File: config.mk
export PLATFORM = sky130hd
export DESIGN_NAME = ascon_round_ctrl
export DESIGN_NICKNAME = d
export VERILOG_FILES = /design/src/rtl/ascon_round_ctrl.sv
export SDC_FILE = /design/constraint.sdc
export NUM_CORES = 1
export LEC_CHECK = 0
export CAP_MARGIN = 20
export CORE_AREA = 2 2 511 513
export CTS_BUF_LIST = sky130_fd_sc_hd__clkbuf_16
export DETAILED_ROUTE_END_ITERATION = 6
export DIE_AREA = 0 0 513 515
export PLACE_DENSITY = 0.3
export SKIP_LAST_GASP = 1
export SLEW_MARGIN = 20
export SYNTH_ARGS = -nofsm -noshare
export SYNTH_HDL_FRONTEND = slang
export SYNTH_SLANG_ARGS = --single-unit
File: constraint.sdc
create_clock -name clk -period 1.6 [get_ports clk]
set_input_delay 0.16 -clock clk [delete_from_list [all_inputs] [get_ports clk]]
set_output_delay 0.16 -clock clk [all_outputs]
set_load 0.02 [all_outputs]
File: src/rtl/ascon_round_ctrl.sv
// Ascon permutation round controller: sequences p^r constant additions around an
// external substitution/diffusion datapath, one round per clock.
module ascon_round_ctrl #(
    parameter int N          = 64,
    parameter int MAX_ROUNDS = 12
) (
    input  logic         clk,
    input  logic         rst_n,
    input  logic         in_valid,
    output logic         in_ready,
    input  logic [N-1:0] x0_in,
    input  logic [N-1:0] x1_in,
    input  logic [N-1:0] x2_in,
    input  logic [N-1:0] x3_in,
    input  logic [N-1:0] x4_in,
    input  logic [3:0]   rounds,
    output logic [N-1:0] p0,
    output logic [N-1:0] p1,
    output logic [N-1:0] p2,
    output logic [N-1:0] p3,
    output logic [N-1:0] p4,
    input  logic [N-1:0] t0,
    input  logic [N-1:0] t1,
    input  logic [N-1:0] t2,
    input  logic [N-1:0] t3,
    input  logic [N-1:0] t4,
    output logic         out_valid,
    input  logic         out_ready,
    output logic [N-1:0] x0_out,
    output logic [N-1:0] x1_out,
    output logic [N-1:0] x2_out,
    output logic [N-1:0] x3_out,
    output logic [N-1:0] x4_out,
    output logic         busy,
    output logic [3:0]   round_idx
);

    typedef enum logic [1:0] {IDLE, RUN, DONE} state_t;

    localparam logic [3:0] TABLE_SIZE = 4'(MAX_ROUNDS);
    localparam logic [3:0] LAST_IDX   = 4'(MAX_ROUNDS - 1);

    state_t       r_state;
    logic [N-1:0] r_x0, r_x1, r_x2, r_x3, r_x4;
    logic [3:0]   r_round_idx;
    logic         r_in_ready;
    logic         r_out_valid;
    logic         r_busy;

    logic [3:0]   w_rounds_clamped;
    logic [7:0]   w_round_const;
    logic [7:0]   w_const_add;

    assign w_rounds_clamped = (rounds > 4'd12) ? 4'd12 : rounds;

    // Round constants for the tail of the 12-round schedule; a shorter
    // permutation simply starts further into the table.
    always_comb begin
        w_round_const = 8'h00;
        case (r_round_idx)
            4'd0:    w_round_const = 8'hf0;
            4'd1:    w_round_const = 8'he1;
            4'd2:    w_round_const = 8'hd2;
            4'd3:    w_round_const = 8'hc3;
            4'd4:    w_round_const = 8'hb4;
            4'd5:    w_round_const = 8'ha5;
            4'd6:    w_round_const = 8'h96;
            4'd7:    w_round_const = 8'h87;
            4'd8:    w_round_const = 8'h78;
            4'd9:    w_round_const = 8'h69;
            4'd10:   w_round_const = 8'h5a;
            4'd11:   w_round_const = 8'h4b;
            default: w_round_const = 8'h00;
        endcase
    end

    assign w_const_add = (r_state == RUN) ? w_round_const : 8'h00;

    assign p0 = r_x0;
    assign p1 = r_x1;
    assign p2 = r_x2 ^ {{(N-8){1'b0}}, w_const_add};
    assign p3 = r_x3;
    assign p4 = r_x4;

    assign x0_out    = r_x0;
    assign x1_out    = r_x1;
    assign x2_out    = r_x2;
    assign x3_out    = r_x3;
    assign x4_out    = r_x4;
    assign in_ready  = r_in_ready;
    assign out_valid = r_out_valid;
    assign busy      = r_busy;
    assign round_idx = r_round_idx;

    always_ff @(posedge clk or negedge rst_n) begin
        if (!rst_n) begin
            r_state     <= IDLE;
            r_x0        <= '0;
            r_x1        <= '0;
            r_x2        <= '0;
            r_x3        <= '0;
            r_x4        <= '0;
            r_round_idx <= 4'd0;
            r_in_ready  <= 1'b1;
            r_out_valid <= 1'b0;
            r_busy      <= 1'b0;
        end else begin
            case (r_state)
                IDLE: begin
                    if (in_valid) begin
                        r_x0        <= x0_in;
                        r_x1        <= x1_in;
                        r_x2        <= x2_in;
                        r_x3        <= x3_in;
                        r_x4        <= x4_in;
                        r_round_idx <= TABLE_SIZE - w_rounds_clamped;
                        r_in_ready  <= 1'b0;
                        if (w_rounds_clamped == 4'd0) begin
                            r_state     <= DONE;
                            r_out_valid <= 1'b1;
                        end else begin
                            r_state <= RUN;
                            r_busy  <= 1'b1;
                        end
                    end
                end
                RUN: begin
                    r_x0        <= t0;
                    r_x1        <= t1;
                    r_x2        <= t2;
                    r_x3        <= t3;
                    r_x4        <= t4;
                    r_round_idx <= r_round_idx + 4'd1;
                    if (r_round_idx == LAST_IDX) begin
                        r_state     <= DONE;
                        r_busy      <= 1'b0;
                        r_out_valid <= 1'b1;
                    end
                end
                DONE: begin
                    // Output is held until consumed; no reload in the same cycle.
                    if (out_ready) begin
                        r_state     <= IDLE;
                        r_out_valid <= 1'b0;
                        r_in_ready  <= 1'b1;
                    end
                end
                default: begin
                    r_state     <= IDLE;
                    r_in_ready  <= 1'b1;
                    r_out_valid <= 1'b0;
                    r_busy      <= 1'b0;
                end
            endcase
        end
    end

endmodule

==> results.txt <==
----------------------------------------------------
[Logic synthesis]
  Post-synthesis average cell area ... 9.92 µm²
  Ys async rst share ... 100%
  Post-synthesis cell count ... 1777
  Yosys warning total ... 0
  Area of the mapped netlist ... 17600 µm²
  Post-synth net total ... 2427
  Predominant post-synthesis flop cell ... sky130_fd_sc_hd__dfrtp_1
  Post-synthesis cell type count ... 33
  Number of flops mapped to enable cells by yosys ... 0
  Library cell with the highest instance count after synthesis ... sky130_fd_sc_hd__buf_4
  Post-synth top area share ... 46.6%
  Top post-synthesis cells by count ... sky130_fd_sc_hd__buf_4 (350), sky130_fd_sc_hd__nand2_1 (330), sky130_fd_sc_hd__dfrtp_1 (328)
  Sequential share of the synthesized area ... 46.7%
  Cell type with the largest total area after synthesis ... sky130_fd_sc_hd__dfrtp_1
  Synth area leaders ... sky130_fd_sc_hd__dfrtp_1 (47%), sky130_fd_sc_hd__mux2i_1 (18%), sky130_fd_sc_hd__buf_4 (15%), sky130_fd_sc_hd__o21ai_0 (8.3%), sky130_fd_sc_hd__nand2_1 (7.0%)
  Flop and latch count out of synthesis ... 329

[Floorplan]
  Die Footprint ... 264000 µm²
  Total I/O pin count ... 1295
  Chip width ... 513 µm
  Row Count ... 187
  Core box area ... 259000 µm²
  Effective utilization at floorplan ... 6.82%
  DIE HEIGHT ... 515 µm

[Timing]
  Slew at the pin closest to its max-slew limit ... 0.476 ns
  Timing-limited maximum frequency ... 465 MHz
  Final setup margin ... -0.548 ns
  Share of the cycle needed by the critical path after routing ... 134%
  Max-slew violation total from the final report ... 0
  Hold Fails Final Rpt ... 0
  Worst-case hold slack ... 0.0825 ns
  Min Tclk post-route ... 2.15 ns
  Count of final setup violators ... 332
  Clk_skew ... 0.0450 ns
  Worst max-slew margin expressed relative to the limit ... 68.3%
  Setup repair after global routing missed its margin ... yes

[CTS]
  Num Clock Sinks ... 329
  CTS Buf Count ... 50
  Maximum level of the CTS H-tree ... 2
  CTS tree ... done
  Clk slew on worst S/H paths ... 0.06 ns
  Buffers from clock root to sink, at most ... 3
  Clk Latency, worst-skew pair ... 0.67 ns
  Root buf cell ... sky130_fd_sc_hd__clkbuf_16

[Detailed routing]
  ANT nets after route ... 0
  Detail-routed net length per standard cell ... 25.6 µm
  Total Wirelength ... 165 mm
  Drt first pass iters ... 7
  Initial detailed-routing violation count ... 956
  Total number of vias ... 18.0k
  Number of remaining DRC errors ... 0
  Via count normalized by instance count ... 2.79

[Min path]
  Hold worst-path end ... p4[54]
  Hold crit path type ... primary input to register
  Depth of the worst hold-timing path ... 3
  Source of the worst hold timing path ... x4_in[54]

[Cells and area]
  Layout fillers ... 29.2k
  Share of final-layout standard cells stronger than drive strength 1 ... 39.5%
  Synthesis-to-layout area growth ... 111%
  Post-layout nets ... 3647
  Non-filler instance count after layout ... 6447

[Critical path]
  Critical Path End Type ... register
  Reg2reg start ... r_state[0]
  Worst reg2reg setup slack ... -0.55 ns
  Worst reg2reg path endpoint ... p3[51]
  Req. time, crit path ... 2.15 ns
  Launching instance or port of the critical path ... r_state[0]
  Logic depth of the worst register-to-register path ... 12
  Startpoint class of the critical path ... register
  Endpoint arrival time on the critical path ... 2.70 ns
  Crit Path Class ... register to register
  Max Fanout on Critical Path ... 8

[Placement]
  Final weighted congestion in routability-driven placement ... 0.820
  Pre-CTS WS ... -0.408 ns
  Estimated wirelength of the detail-placed design ... 138 mm
  # placed instances ... 6202
  Buffers added on ports ... 1294

[Pwr]
  Power density over cell area ... 2300 nW/µm²
  Peak supply drop ... 0.000859 V
  LEAKAGE ... 0.0155 µW
  Total power consumption of the routed design ... 85700 µW

[Global route]
  Grt ovf ... 0
  Maximum number of pins on one net before global-route repair ... 69
  Wire length of the first global-routing pass ... 203 mm
  Global routing usage summed across all routing layers ... 11.8%
  Via count of the first global-routing pass ... 18.2k
  Antenna violations before repair ... 66

[Run]
  Number of max-cap violations ... 0

[Run status]
  Outcome ... complete, but fails checks
  Violated checks ... setup timing

----------------------------------------------------
[where the power goes]
part | total, µW | internal (µW) | switching [µW]
sequential | 18400 | 12800 | 5620
combinational | 56400 | 25100 | 31300
clock | 10900 | 6020 | 4870
total | 85700 | 43900 | 41800
[layout by cell type (no fill, tap or decap), drive strengths merged, types with 2 or more instances in the layout]
cell,n
buf,842
clkdlybuf4s50,646
nand2,330
dfrtp,328
o21ai,323
mux2i,322
clkdlybuf4s15,90
clkbuf,62
inv,20
clkinv,19
diode,10
xnor2,6
nand3,6
nor2,4
nand2b,4
xor2,3
a21oi,3
nand3b,2
or3,2
o211ai,2
bufinv,2
dlygate4sd3,2
nor2b,2
nor3b,2
ha,2
[registers in the layout, summed over array words and instances, names as in the netlist]
name	count
p1	64
busy	1
r_state	2
out_valid	1
p0	64
p3	64
in_ready	1
p4	64
x2_out	64
round_idx	4
[per-layer routing]
layer / part of all wire, % / routed length [µm] / global-route usage (%) / up-vias
li1: - / - / - / 8214
met1: 38 / 62100 / 13.0 / 8509
met2: 48 / 78800 / 20.0 / 1005
met3: 11 / 18800 / 5.83 / 203
met4: 3.1 / 5030 / 3.04 / 32
met5: 0.12 / 204 / 0 / -
[area by class of cell]
class | instances | area (µm²) | share of cell area, %
Sequential cell | 329 | 8330 | 22.4
Antenna cell | 10 | 25.0 | 0.0672
Timing Repair Buffer | 1591 | 15700 | 42.1
Clock buffer | 51 | 1280 | 3.43
Tap cell | 3402 | 4260 | 11.4
Multi-Input combinational cell | 1022 | 7410 | 19.9
Inverter | 3 | 11.3 | 0.0303
Clock inverter | 39 | 240 | 0.645
[how the worst max path moves through the flow]
stage | to | slack (ns)
final | p3[51] | -0.55
after global routing | p2[4] | -0.66
after CTS | p2[4] | -0.67
after detailed placement | p3[0] | -0.41
after global placement | p3[0] | -0.38
after floorplan | p2[0] | 0.05
[what timing repair did]
action	in CTS	in global routing
gates resized for setup	2367	543
pin swaps	5	35
buffers inserted	80	72
endpoints found under the hold margin	312	0
hold buffers	3	0
cloned	10	9
endpoints found under the setup margin	871	397
[kinds of logic (layout without fill, tap and decap cells)]
logic type / count (synthesis) / after routing / synth area share, %
flops: 329 / 329 / 46.7
mux: 322 / 322 / 18.3
simple gates: 355 / 355 / 7.88
compound gates: 334 / 334 / 9.65
other cells: 0 / 10 / 0
fa+ha+maj: 2 / 2 / 0.142
xor+xnor: 9 / 9 / 0.447
buf+inv: 426 / 1684 / 16.9
[critical path, stage by stage, from the launching register on]
cell	delay [ns]
sky130_fd_sc_hd__dfrtp_1	0.40
sky130_fd_sc_hd__nor2b_4	0.15
sky130_fd_sc_hd__buf_4	0.13
sky130_fd_sc_hd__buf_6	0.10
sky130_fd_sc_hd__buf_6	0.10
sky130_fd_sc_hd__buf_6	0.11
sky130_fd_sc_hd__buf_12	0.12
sky130_fd_sc_hd__buf_16	0.15
sky130_fd_sc_hd__buf_16	0.16
sky130_fd_sc_hd__buf_12	0.14
sky130_fd_sc_hd__buf_16	0.14
sky130_fd_sc_hd__mux2i_2	0.18
sky130_fd_sc_hd__o21ai_1	0.09
[per-stage QoR]
| stage | setup TNS, ns | cell area, µm² | util [%] |
|---|---|---|---|
| after floorplan | 0 | 17700 | - |
| after global placement | -24.11 | 33900 | 13.1 |
| after detailed placement | -28.06 | 33900 | 13.1 |
| after CTS | -132.56 | 35400 | 13.7 |
| after global routing | -151.40 | 37200 | 14.4 |
| final | -115.60 | 37200 | 14.4 |
Note: power is estimated with default switching activity, not from simulation.
